$ cat config.mk
export PLATFORM = sky130hd
export DESIGN_NAME = branch_predictor_2b
export DESIGN_NICKNAME = d
export VERILOG_FILES = /design/src/rtl/branch_predictor_2b.sv
export SDC_FILE = /design/constraint.sdc
export NUM_CORES = 1
export LEC_CHECK = 0
export ABC_AREA = 1
export BUFFER_PORTS_ARGS = -buffer_cell sky130_fd_sc_hd__clkbuf_2
export CAP_MARGIN = 20
export CORE_MARGIN = 5
export CORE_UTILIZATION = 50
export CTS_BUF_LIST = sky130_fd_sc_hd__clkbuf_2
export CTS_CLUSTER_DIAMETER = 50
export DETAILED_ROUTE_END_ITERATION = 6
export GPL_TIMING_DRIVEN = 0
export HOLD_SLACK_MARGIN = 0.05
export PLACE_DENSITY = 0.74
export SETUP_SLACK_MARGIN = 0.4
export SYNTH_ARGS = -nofsm -noshare
export SYNTH_HDL_FRONTEND = slang
export SYNTH_SLANG_ARGS = --single-unit
$ cat constraint.sdc
create_clock -name clk -period 1.8 [get_ports clk]
set_input_delay 0.09 -clock clk [delete_from_list [all_inputs] [get_ports clk]]
set_output_delay 0.09 -clock clk [all_outputs]
set_load 0.05 [all_outputs]
$ cat src/rtl/branch_predictor_2b.sv
// branch_predictor_2b
//   Dynamic branch direction predictor built from a table of 2-bit saturating
//   counters. The table is indexed by the fetch PC (bimodal) or by the fetch PC
//   XOR a global history register (gshare). Resolved EX outcomes train the
//   table, and resolved branches and mispredictions are counted for statistics.
//
//   Optional feature macro: BRANCH_PREDICTOR_GSHARE_EN
//     defined   : IDX_W-bit GHR, pred_idx = lookup_pc[IDX_W+1:2] ^ ghr
//     undefined : no GHR, pred_idx = lookup_pc[IDX_W+1:2] (pure bimodal)
//
// Parameters
//   IDX_W : table index width, table has 2^IDX_W counters
//   PC_W  : PC width
//   CNT_W : statistics counter width
//
// Ports
//   clk           in  : clock, rising edge
//   rst           in  : asynchronous active-high reset
//   lookup_pc     in  : PC of the instruction in fetch
//   predict_taken out : predicted direction (next-PC mux select), combinational
//   pred_idx      out : table index used by this lookup, combinational
//   upd_valid     in  : a conditional branch resolved in EX this cycle
//   upd_idx       in  : pred_idx carried with the resolving branch
//   upd_taken     in  : actual outcome
//   upd_pred      in  : prediction made for that branch
//   mispredict    out : upd_valid & (upd_taken != upd_pred), combinational
//   br_count      out : saturating count of resolved branches
//   miss_count    out : saturating count of mispredictions

module branch_predictor_2b #(
  parameter int unsigned IDX_W = 4,
  parameter int unsigned PC_W  = 32,
  parameter int unsigned CNT_W = 16
) (
  input  logic             clk,
  input  logic             rst,
  input  logic [PC_W-1:0]  lookup_pc,
  output logic             predict_taken,
  output logic [IDX_W-1:0] pred_idx,
  input  logic             upd_valid,
  input  logic [IDX_W-1:0] upd_idx,
  input  logic             upd_taken,
  input  logic             upd_pred,
  output logic             mispredict,
  output logic [CNT_W-1:0] br_count,
  output logic [CNT_W-1:0] miss_count
);

  localparam int unsigned TBL_N = 32'(1) << IDX_W;

  // Counter encodings
  localparam logic [1:0] CTR_SNT = 2'b00;
  localparam logic [1:0] CTR_WNT = 2'b01;
  localparam logic [1:0] CTR_ST  = 2'b11;

  localparam logic [CNT_W-1:0] CNT_MAX = '1;

  // Prediction counter table
  logic [1:0] ctr_q [TBL_N];

  // Next value of the entry addressed by upd_idx
  logic [1:0] ctr_cur;
  logic [1:0] ctr_nxt;

  // Lookup index derivation
  logic [IDX_W-1:0] base_idx;

  // Word-aligned PC: low two bits and bits above the index never select an entry
  logic unused_pc;

  assign base_idx  = lookup_pc[IDX_W+1:2];
  assign unused_pc = ^{lookup_pc[PC_W-1:IDX_W+2], lookup_pc[1:0]};

`ifdef BRANCH_PREDICTOR_GSHARE_EN
  // Global history, trained only by resolved (non-speculative) outcomes
  logic [IDX_W-1:0] ghr_q;
  logic [IDX_W-1:0] ghr_nxt;

  // Shift the newest outcome into bit 0
  always_comb begin
    ghr_nxt = ghr_q;
    if (upd_valid) begin
      ghr_nxt = (ghr_q << 1) | IDX_W'(upd_taken);
    end
  end

  always_ff @(posedge clk or posedge rst) begin
    if (rst) begin
      ghr_q <= '0;
    end else begin
      ghr_q <= ghr_nxt;
    end
  end

  assign pred_idx = base_idx ^ ghr_q;
`else
  assign pred_idx = base_idx;
`endif

  // Read-old: a same-cycle update to this entry becomes visible next cycle
  assign predict_taken = ctr_q[pred_idx][1];

  assign mispredict = upd_valid & (upd_taken ^ upd_pred);

  // Saturating increment/decrement of the trained entry
  always_comb begin
    ctr_cur = ctr_q[upd_idx];
    ctr_nxt = ctr_cur;
    if (upd_taken) begin
      if (ctr_cur != CTR_ST) begin
        ctr_nxt = ctr_cur + 2'(1);
      end
    end else begin
      if (ctr_cur != CTR_SNT) begin
        ctr_nxt = ctr_cur - 2'(1);
      end
    end
  end

  // Table storage: reset puts every entry at weak not-taken
  always_ff @(posedge clk or posedge rst) begin
    if (rst) begin
      for (int unsigned i = 0; i < TBL_N; i++) begin
        ctr_q[i] <= CTR_WNT;
      end
    end else if (upd_valid) begin
      ctr_q[upd_idx] <= ctr_nxt;
    end
  end

  // Statistics next-state, holding at all-ones instead of wrapping
  logic [CNT_W-1:0] br_nxt;
  logic [CNT_W-1:0] miss_nxt;

  always_comb begin
    br_nxt   = br_count;
    miss_nxt = miss_count;
    if (upd_valid && (br_count != CNT_MAX)) begin
      br_nxt = br_count + CNT_W'(1);
    end
    if (mispredict && (miss_count != CNT_MAX)) begin
      miss_nxt = miss_count + CNT_W'(1);
    end
  end

  always_ff @(posedge clk or posedge rst) begin
    if (rst) begin
      br_count   <= '0;
      miss_count <= '0;
    end else begin
      br_count   <= br_nxt;
      miss_count <= miss_nxt;
    end
  end

endmodule

==> impl_results.md, run 1 <==
* Status: finished, violations left
* Violated checks: negative setup slack
* Largest net degree at the start of global routing at 34
* Lkg Pwr at 2.80 nW
* CTS tree: yes
* Worst setup margin at -0.0389 ns
* Total negative slack at -0.208 ns
* Predominant post-synthesis flop cell: dfrtp_1
* Via density at approximately 5.4
* Synth Net Count at about 550
* Die H at 96.3 um
* Final Hold Violating Endpoints at 0
* RePlAce Congestion at 0.901
* Arrival @ worst endpoint at between 2 and 2.5 ns
* # clock sinks at 64
* H-Tree Depth at 3
* GR Util All Layers at between 20% and 30%
* Total CTS buffers at 9
* Fin crit period at ~1.8 ns
* Max-slew headroom at between 40% and 50%
* Max VDD drop at roughly 0.0012 V
* Cell Chain, Critical Path: buf_4 > buf_6 > nand2_2 > nand2_1 > nand2_1 > nand2_2 > nand2_2 > nand2_4 > o21ai_4 > buf_6 > nand2_8 > bufbuf_16 > nand2_2 > nand2_1
* Vias at around 4000
* Cell with the most instances after synthesis: nand2_1
* CTS clk-pin slew, worst paths at roughly 0.19 ns
* Crit path kind: reg -> reg
* Post-route DRC violation count at 0
* Yosys reg bits at 64
* Critical-path top delay cell: dfrtp_1
* IO Port Bufs at 49
* Ant diodes at 0
* Synth top area share at 32.2%
* Max frequency at 544 MHz
* Crit start category: flip-flop
* Finished Layout Cells at about 740
* Antenna violations before repair at 0
* Top cells by count, synth: nand2_1, inv_1, dfrtp_1
* Power Density at approximately 1100 nW/um2
* Critical path fanouts, max at 5
* Maxcap violations at 0
* HPWL Detailed at roughly 6.6 mm
* Netlist cell types at 28
* Max Slew Vio Count at 0
* Fin util at roughly 80%
* Synth async-reset ratio at 100%
* Placeable Area at a little over 7000 um2
* Layout cell share with drive strength beyond 1 at between 40% and 50%
* Die area at 9280 um2
* Total global routing overflow at 0
* RSZ-0062 raised after global routing: true
* Worst-case clock buffer depth at 2
* Top post-synthesis cells by area: dfrtp_1, nand2_1, dfstp_2
* Final Cycle Share at 102%
* Maximum single-stage delay on the critical path at about 0.44 ns
* Starting DRT DRC Count at approximately 220
* Avg Inst Size Synth at about 7.4 um2
* Cells after synthesis at ~500
* Per-cell routed wire length at between 15 and 20 um
* CP endpoint kind: flip-flop
* Synthesized cell area at approximately 3700 um2
* Worst-margin pin slew at 0.749 ns
* Post-route ant nets at 0
* Die width at just under 100 um
* Data required, critical path at 2.30 ns
* First-pass DRT Iterations at 7
* # nets final at 677
* Final WL at 12.9 mm
* Row count at 31
* Worst path most repeated cell: nand2_2
* Vias in the first global route at around 3600
* Clock Skew at about 0.029 ns
* First-pass GRT wire length at 17.2 mm
* Total power at around 6 mW
* Endpoints failing setup at 11
* Dpl cells at about 650
* Seq/Total Area, Yosys at about 44%
* Ports at 79
* HP Class: in -> reg
* Leading area contributor after synthesis: dfrtp_1
* Worst-skew pair later-pin latency at roughly 0.55 ns
* # fillers at 448
* Root Buffer Master: clkbuf_2
* EDFF count, synth at 0
* Warnings, synthesis at 0
* Synthesis-to-layout area growth at 51.3%
* Starting Density at between 50% and 60%
-- cell type report --
type | instances | area [um2] | area share, %
Clock buffer | 9 | 45.0 | 0.799
Timing Repair Buffer | 119 | 1090 | 19.4
Buffer | 14 | 149 | 2.64
Sequential cell | 64 | 1660 | 29.5
Inverter | 54 | 224 | 3.97
Multi-Input combinational cell | 372 | 2270 | 40.2
Clock inverter | 7 | 72.6 | 1.29
Tap cell | 99 | 124 | 2.20
-- final timing paths --
kind	from	to	slack, ns	depth (start not counted)
max in group asynchronous	rst	ctr_q[24]$_DFFE_PP1P_	0.97	4
worst max-delay path	ctr_q[5]$_DFFE_PP0P_	ctr_q[14]$_DFFE_PP1P_	-0.04	14
min in group asynchronous	rst	br_count[0]$_DFFE_PP0P_	0.17	3
worst min register to register	ctr_q[30]$_DFFE_PP1P_	ctr_q[30]$_DFFE_PP1P_	0.49	2
worst min-delay path	upd_idx[2]	ctr_q[12]$_DFFE_PP1P_	0.05	6
worst max register to register	ctr_q[5]$_DFFE_PP0P_	ctr_q[14]$_DFFE_PP1P_	-0.04	14
-- per-stage QoR --
stage               instance area, um2  setup slack (ns)  hold WS [ns]
floorplan                         3880             0.181         0.214
global placement                  4250             0.245         0.458
detailed placement                4270             0.222         0.241
CTS                               5040          -0.00834        0.0426
global route                      5640            -0.130        0.0777
finish                            5640           -0.0389        0.0509
-- repair_timing --
| item | CTS | global route |
|---|---|---|
| buffers inserted | 37 | 20 |
| pin swaps | 30 | 45 |
| resized for setup | 56 | 143 |
| hold buffers | 8 | 0 |
| cloned | 3 | 1 |
| endpoints found under the hold margin | 53 | 0 |
| endpoints found under the setup margin | 51 | 81 |
-- where the power goes --
group	leakage, nW	switching [mW]	internal [mW]	total [mW]
Sequential	0.761	0.417	1.84	2.26
Clock	0.0679	0.612	0.319	0.930
Combinational	1.97	1.69	1.12	2.81
-- layer usage --
layer	part of all wire [%]	up-vias	global-route usage [%]
met5	0	-	0
met4	4.7	0	11.2
met3	7.1	66	3.52
met2	51	224	41.9
met1	38	1884	29.9
li1	-	1832	-
-- cells by family (layout without fill, tap and decap cells) --
family | Yosys count | in the layout | share of synthesized area [%]
compound gates | 26 | 26 | 4.06
xor+xnor | 28 | 28 | 6.58
fa+ha+maj | 2 | 2 | 0.671
buf+inv | 68 | 203 | 8.32
flops | 64 | 64 | 43.5
mux | 4 | 4 | 1.07
simple gates | 312 | 312 | 35.8
-- worst max-delay path: cells and delay by family, from the launching register on --
family	cells	cell delay (ns)
buf+inv	4	0.66
flops	1	0.44
simple gates	9	0.52
compound gates	1	0.16
-- state kept, by name, indices dropped and copies added, names as in the netlist --
signal	flops
ctr_q	32
br_count	16
miss_count	16
-- placed cells by master, fill, tap and decap left out, types with 19 or more instances in the layout --
cell type / count
nor2_1: 26
dfrtp_2: 32
nand2_1: 160
inv_1: 45
xor2_1: 19
buf_4: 35
nand2_2: 38
clkbuf_2: 35
nand3_1: 23
buf_6: 32
Note: power is estimated with default switching activity, not from simulation.
==> inputs of run 2 (changes only) <==
- CAP_MARGIN: 20 -> not set
- CORE_ASPECT_RATIO: not set -> 1.25
- SETUP_SLACK_MARGIN: 0.4 -> 0.02
==> run 2 against run 1 <==
Effect of this change: hold slack better by 0.070 ns; global-route usage is 3.5 points lower; the flow now finishes without violations; sequential power is 4% lower; clock power is 4.3% lower; critical path type is now reg -> out; sequential share of layout area is 6.6 points higher; via count is 14% lower; worst setup slack better by 0.072 ns; die area is 0.12% higher.
==> impl_results.md, run 2 (same netlist as run 1, synthesis figures left out) <==
* DP Area at 4130 um2 (-3.5%)
* Placeable Area at 7310 um2 (+0.83%)
* Data required, critical path at 1.71 ns (-0.59 ns)
* Max VDD drop at 0.000955 V (-17%)
* Top reg by flops: ctr_q
* Vias at 3437 (-14%)
* Arrival @ worst endpoint at 1.68 ns (-0.66 ns)
* Worst setup margin at 0.0333 ns (+0.0722 ns)
* Endpoints failing setup at 0 (-11)
* Fin util at 61.9% (-16 points)
* # clock sinks at 64 (unchanged)
* Ant diodes at 0 (unchanged)
* Final Hold Violating Endpoints at 0 (unchanged)
* Max-slew headroom at 59.8% (+9.9 points)
* Hold path cells at 5 (-1)
* Per-cell routed wire length at 13.6 um (-22%)
* GR Util All Layers at 20.8% (-3.5 points)
* Post-route cell area at 4520 um2 (-20%)
* Multi-input gate area at 1870 um2 (-17%)
* # nets final at 626 (-7.5%)
* Die H at 107 um (+11%)
* Max Slew Vio Count at 0 (unchanged)
* Post-route DRC violation count at 0 (unchanged)
* Worst-skew pair later-pin latency at 0.49 ns (-0.06 ns)
* Crit start category: flip-flop
* Total negative slack at 0 ns (+0.208 ns)
* Crit path kind: reg -> out
* Clock Skew at 0.0294 ns (+0.000357 ns)
* Total CTS buffers at 9 (unchanged)
* Root Buffer Master: clkbuf_2
* First-pass DRT Iterations at 5 (-2)
* Final Cycle Share at 98.2% (-4.0 points)
* IO Port Bufs at 49 (unchanged)
* Hold Slack at 0.121 ns (+0.0703 ns)
* Commonest non-fill, non-tap cells in the layout: nand2_1, clkbuf_2, inv_1
* RePlAce Congestion at 0.935 (+3.9%)
* RR Endpoint: ctr_q[3]$_DFFE_PP0P_
* Worst reg-to-reg path cell count at 13 (-1)
* # fillers at 651 (+45%)
* Critical path fanouts, max at 3 (-2)
* Maxcap violations at 0 (unchanged)
* HPWL Detailed at 6.67 mm (+0.63%)
* Worst-case clock buffer depth at 2 (unchanged)
* Post-route ant nets at 0 (unchanged)
* RSZ-0062 raised after global routing: true
* Fin crit period at 1.77 ns (-0.0722 ns)
* CTS tree: yes
* Reg2Reg Launch Point: ctr_q[29]$_DFFE_PP0P_
* Commonest non-fill, non-tap cell in the layout: nand2_1
* Total global routing overflow at 0 (unchanged)
* CTS clk-pin slew, worst paths at 0.21 ns (+0.02 ns)
* Worst-margin pin slew at 0.602 ns (-0.148 ns)
* Worst Hold Path EP: br_count[7]$_DFFE_PP0P_
* Register area at 1630 um2 (-1.7%)
* HP Class: in -> reg
* H-Tree Depth at 3 (unchanged)
* Layout cell share with drive strength beyond 1 at 27.0% (-20 points)
* Power Density at 1100 nW/um2 (+3.1%)
* Starting Density at 51.0% (-0.42 points)
* Ports at 79 (unchanged)
* Register-to-register setup slack at 0.04 ns (+0.08 ns)
* Lkg Pwr at 2.29 nW (-18%)
* Row count at 35 (+13%)
* Status: finished clean
* Final WL at 9.25 mm (-28%)
* Antenna violations before repair at 0 (unchanged)
* Largest register FFs at 32 (unchanged)
* Top flop regs: ctr_q x32, br_count x16, miss_count x16
* Die area at 9290 um2 (+0.12%)
* Via density at 5.05 (-6.9%)
* Hold Startpoint: upd_valid
* First-pass GRT wire length at 15.3 mm (-11%)
* Dpl cells at 646 (-1.1%)
* Total power at 4.96 mW (-17%)
* Finished Layout Cells at 680 (-7.9%)
* CP endpoint kind: output port
* Largest net degree at the start of global routing at 37 (+8.8%)
* Pre-CTS WS at -0.0850 ns (-0.306 ns)
* Die width at 87.2 um (-9.5%)
* Synthesis-to-layout area growth at 21.4%
* Starting DRT DRC Count at 170 (-22%)
* Max frequency at 566 MHz (+4.1%)
* Vias in the first global route at 3339 (-8.1%)
[run 2: final cells by class]
cell class	count	area share, %
multi-input combinational	372	41.4
sequential	64	36.1
timing repair buffer	68	10.2
inverter	54	4.62
buffer	14	2.60
tap	92	2.54
clock inverter	7	1.58
clock buffer	9	0.996
[run 2: worst max path at each step]
stage | start | end
3_5_place_dp | br_count[0]$_DFFE_PP0P_ | br_count[6]$_DFFE_PP0P_
2_1_floorplan | rst | br_count[0]$_DFFE_PP0P_
5_1_grt | ctr_q[29]$_DFFE_PP0P_ | predict_taken
4_1_cts | ctr_q[29]$_DFFE_PP0P_ | predict_taken
3_3_place_gp | rst | br_count[7]$_DFFE_PP0P_
6_report | ctr_q[5]$_DFFE_PP0P_ | predict_taken
[run 2: what timing repair did]
action / CTS / global route
resized for setup: 6 / 29
setup endpoints to repair: 11 / 29
hold buffers: 5 / 0
hold endpoints to repair: 55 / 0
cloned: 0 / 2
buffers inserted: 2 / 9
pin swaps: 1 / 9
[run 2: per-layer routing]
layer	vias up	track usage, %	part of all wire [%]
li1	1728	-	-
met1	1582	26.4	42
met2	104	34.6	50
met3	23	3.49	5.3
met4	0	8.44	2.6
met5	-	0	0
[run 2: report_power, final]
part           switching [mW]  internal, mW  total (mW)
logic                    1.31         0.603        1.91
clock network           0.570         0.320       0.890
registers               0.330          1.83        2.16
[run 2: worst max-delay path, stage by stage, from the launching register on]
cell      delay [ns]
dfrtp_1         0.46
inv_1           0.07
a21oi_1         0.05
o21ai_0         0.09
o21ai_1         0.09
o211ai_1        0.16
nand2_1         0.10
buf_8           0.16
==> inputs of run 3 (changes only) <==
--- a/config.mk
+++ b/config.mk
@@ -18,2 +18,3 @@
 export PLACE_DENSITY = 0.74
+export RECOVER_POWER = 100
 export SETUP_SLACK_MARGIN = 0.02
==> constraint.sdc (replaced) <==
create_clock -name clk -period 1.8 [get_ports clk]
set_input_delay 0.27 -clock clk [delete_from_list [all_inputs] [get_ports clk]]
set_output_delay 0.27 -clock clk [all_outputs]
set_load 0.05 [all_outputs]
==> run 3 against run 2 <==
Effect of this change: the run now ends with negative setup slack left; sequential share of layout area rose by 1.2 points; cell count fell by 0.74%; critical path type unchanged; critical path depth did not move; clock skew rose by 0.0014 ns; total power fell by 2.0%; global-route usage did not move; utilization fell by 2.0 points; via count fell by 0.49%; combinational power fell by 5%.
==> impl_results.md, run 3 (same netlist as run 1, synthesis figures left out) <==
* Status: finished, violations left
* Violated checks: negative setup slack
* H-Tree Depth at 3 (unchanged)
* HPWL Detailed at 6.56 mm (-1.6%)
* Clock Skew at 0.0308 ns (+0.00141 ns)
* CP endpoint kind: output port
* Maxcap violations at 0 (unchanged)
* Vias at 3420 (-0.49%)
* Final Hold Violating Endpoints at 0 (unchanged)
* Crit start category: flip-flop
* Reg2Reg Launch Point: ctr_q[21]$_DFFE_PP0P_
* Post-route DRC violation count at 0 (unchanged)
* First-pass DRT Iterations at 5 (unchanged)
* GR Util All Layers at 20.8% (unchanged)
* Worst-skew pair later-pin latency at 0.51 ns (+0.02 ns)
* Lkg Pwr at 2.23 nW (-2.6%)
* HP Class: in -> reg
* Ports at 79 (unchanged)
* Delay-heaviest family, CP: flip-flops
* Fin util at 59.9% (-2.0 points)
* Row count at 35 (unchanged)
* Top flop regs: ctr_q x32, br_count x16, miss_count x16
* Critical-path top delay cell: dfrtp_1
* Largest net degree at the start of global routing at 65 (+76%)
* Die width at 87.2 um (unchanged)
* Starting DRT DRC Count at 178 (+4.7%)
* Worst-case clock buffer depth at 2 (unchanged)
* Bufs and invs on worst path at 2 (unchanged)
* Critical path fanouts, max at 2 (-1)
* Worst setup margin at -0.110 ns (-0.143 ns)
* Max VDD drop at 0.000798 V (-16%)
* # nets final at 621 (-0.80%)
* Largest register FFs at 32 (unchanged)
* CTS clk-pin slew, worst paths at 0.19 ns (-0.02 ns)
* Net switching fraction of the power at 44.7% (+0.17 points)
* RSZ-0062 raised after global routing: true
* Per-cell routed wire length at 13.4 um (-1.3%)
* Fin crit period at 1.91 ns (+0.143 ns)
* Starting Density at 51.0% (unchanged)
* Die H at 107 um (unchanged)
* CTS tree: yes
* Max Slew Vio Count at 0 (unchanged)
* Synthesis-to-layout area growth at 17.5%
* Top reg by flops: ctr_q
* Maximum single-stage delay on the critical path at 0.42 ns (-0.04 ns)
* Pint at 2.69 mW (-2.3%)
* Vias in the first global route at 3345 (+0.18%)
* Via density at 5.07 (+0.24%)
* Comb power frac at 37.5% (-1.0 points)
* # clock sinks at 64 (unchanged)
* Total global routing overflow at 0 (unchanged)
* Arrival @ worst endpoint at 1.64 ns (-0.04 ns)
* Total CTS buffers at 9 (unchanged)
* Placeable Area at 7310 um2 (unchanged)
* Crit path kind: reg -> out
* Die area at 9290 um2 (unchanged)
* Post-route ant nets at 0 (unchanged)
* Endpoints failing setup at 4 (+4)
* Final Cycle Share at 106% (+7.9 points)
* Commonest non-fill, non-tap cell in the layout: nand2_1
* Root Buffer Master: clkbuf_2
* RePlAce Congestion at 0.940 (+0.53%)
* Crit. Startpoint: ctr_q[21]$_DFFE_PP0P_
* Power Density at 1110 nW/um2 (+1.3%)
* Final WL at 9.06 mm (-2.1%)
* Max frequency at 524 MHz (-7.5%)
* Worst path most repeated cell: o211ai_1
* Layout cell share with drive strength beyond 1 at 24.9% (-2.2 points)
* Hold Startpoint: upd_idx[2]
* First-pass GRT wire length at 15.3 mm (about the same)
* Post-route cell area at 4380 um2 (-3.2%)
* Antenna violations before repair at 0 (unchanged)
* Commonest non-fill, non-tap cells in the layout: nand2_1, clkbuf_2, inv_1
* Data required, critical path at 1.53 ns (-0.18 ns)
* Ant diodes at 0 (unchanged)
* DP Area at 4110 um2 (-0.46%)
* Worst-margin pin slew at 1.03 ns (+0.433 ns)
* P_sw at 2.17 mW (-1.6%)
* Cell Chain, Critical Path: inv_1 > a21oi_2 > o21ai_1 > o211ai_1 > o211ai_1 > nand2_1 > buf_8
* Clock Power Share at 18.3% (+0.3 points)
* Sequential share of power at 44.2% (+0.7 points)
* Max-slew headroom at 30.6% (-29 points)
* IO Port Bufs at 49 (unchanged)
## run 3: layout make-up
type                       count  area [um2]
tap                           92         115
sequential                    64        1630
multi-input combinational    372        1820
timing repair buffer          63         357
clock inverter                 6        70.1
clock buffer                  10        50.0
buffer                        14         118
inverter                      54         210
fill                         669        2940
## run 3: timing repair
action                                  CTS  global route
endpoints found under the setup margin   14            31
resized for setup                        10            18
buffers inserted                          4             8
hold buffers                              0             1
pin swaps                                 1             6
endpoints found under the hold margin     0            18
gates cloned                              0             0
## run 3: path summary, 6_finish.rpt
kind                                            to  slack [ns]  cells past startpoint
min in group asynchronous    ctr_q[21]$_DFFE_PP0P_        0.45                      3
max                                  predict_taken       -0.11                      7
min                          ctr_q[26]$_DFFE_PP1P_        0.22                      6
max in group asynchronous  br_count[0]$_DFFE_PP0P_        0.20                      4
min reg2reg                   ctr_q[6]$_DFFE_PP1P_        0.48                      2
max reg2reg                   ctr_q[4]$_DFFE_PP1P_       -0.02                     14
## run 3: metrics by stage
| step | hold slack, ns | setup TNS, ns | instances | worst slack (ns) | power [mW] |
|---|---|---|---|---|---|
| CTS | 0.0834 | -0.161 | 665 | -0.161 | 4.82 |
| global placement | 0.455 | -0.458 | 645 | -0.0760 | 3.85 |
| global route | 0.211 | -3.35 | 675 | -0.277 | 5.18 |
| finish | 0.216 | -0.150 | 675 | -0.110 | 4.86 |
| floorplan | 0.395 | -0.0205 | 504 | -0.0205 | 3.43 |
| detailed placement | 0.462 | -0.565 | 645 | -0.0926 | 3.89 |
## run 3: worst register-to-register path, cell delays in order (launching register included)
cell,delay [ns]
dfrtp_1,0.45
buf_4,0.15
nand2_1,0.06
nand2_1,0.05
nand2_1,0.05
nand2_1,0.06
nand2_2,0.07
nand2_4,0.06
nor2_2,0.15
nand2_4,0.08
nand2_2,0.05
nand2_1,0.20
buf_12,0.23
nand2_2,0.05
nand2_1,0.05
## run 3: routing by layer
metal | wire length (um) | share of wire [%] | GRT usage [%] | vias to the layer above
met2 | 4550 | 50 | 35.1 | 87
met1 | 3840 | 42 | 25.7 | 1593
met3 | 397 | 4.4 | 4.50 | 25
li1 | - | - | - | 1715
met5 | 0 | 0 | 0 | -
met4 | 273 | 3.0 | 7.57 | 0
## run 3: power by group through the flow
stage / sequential, mW / combinational [mW] / clock (mW)
floorplan: 2.62 / 0.805 / 0
global placement: 2.16 / 1.69 / 0
detailed placement: 2.18 / 1.71 / 0
CTS: 2.15 / 1.76 / 0.918
global route: 2.20 / 1.99 / 0.985
finish: 2.15 / 1.82 / 0.889
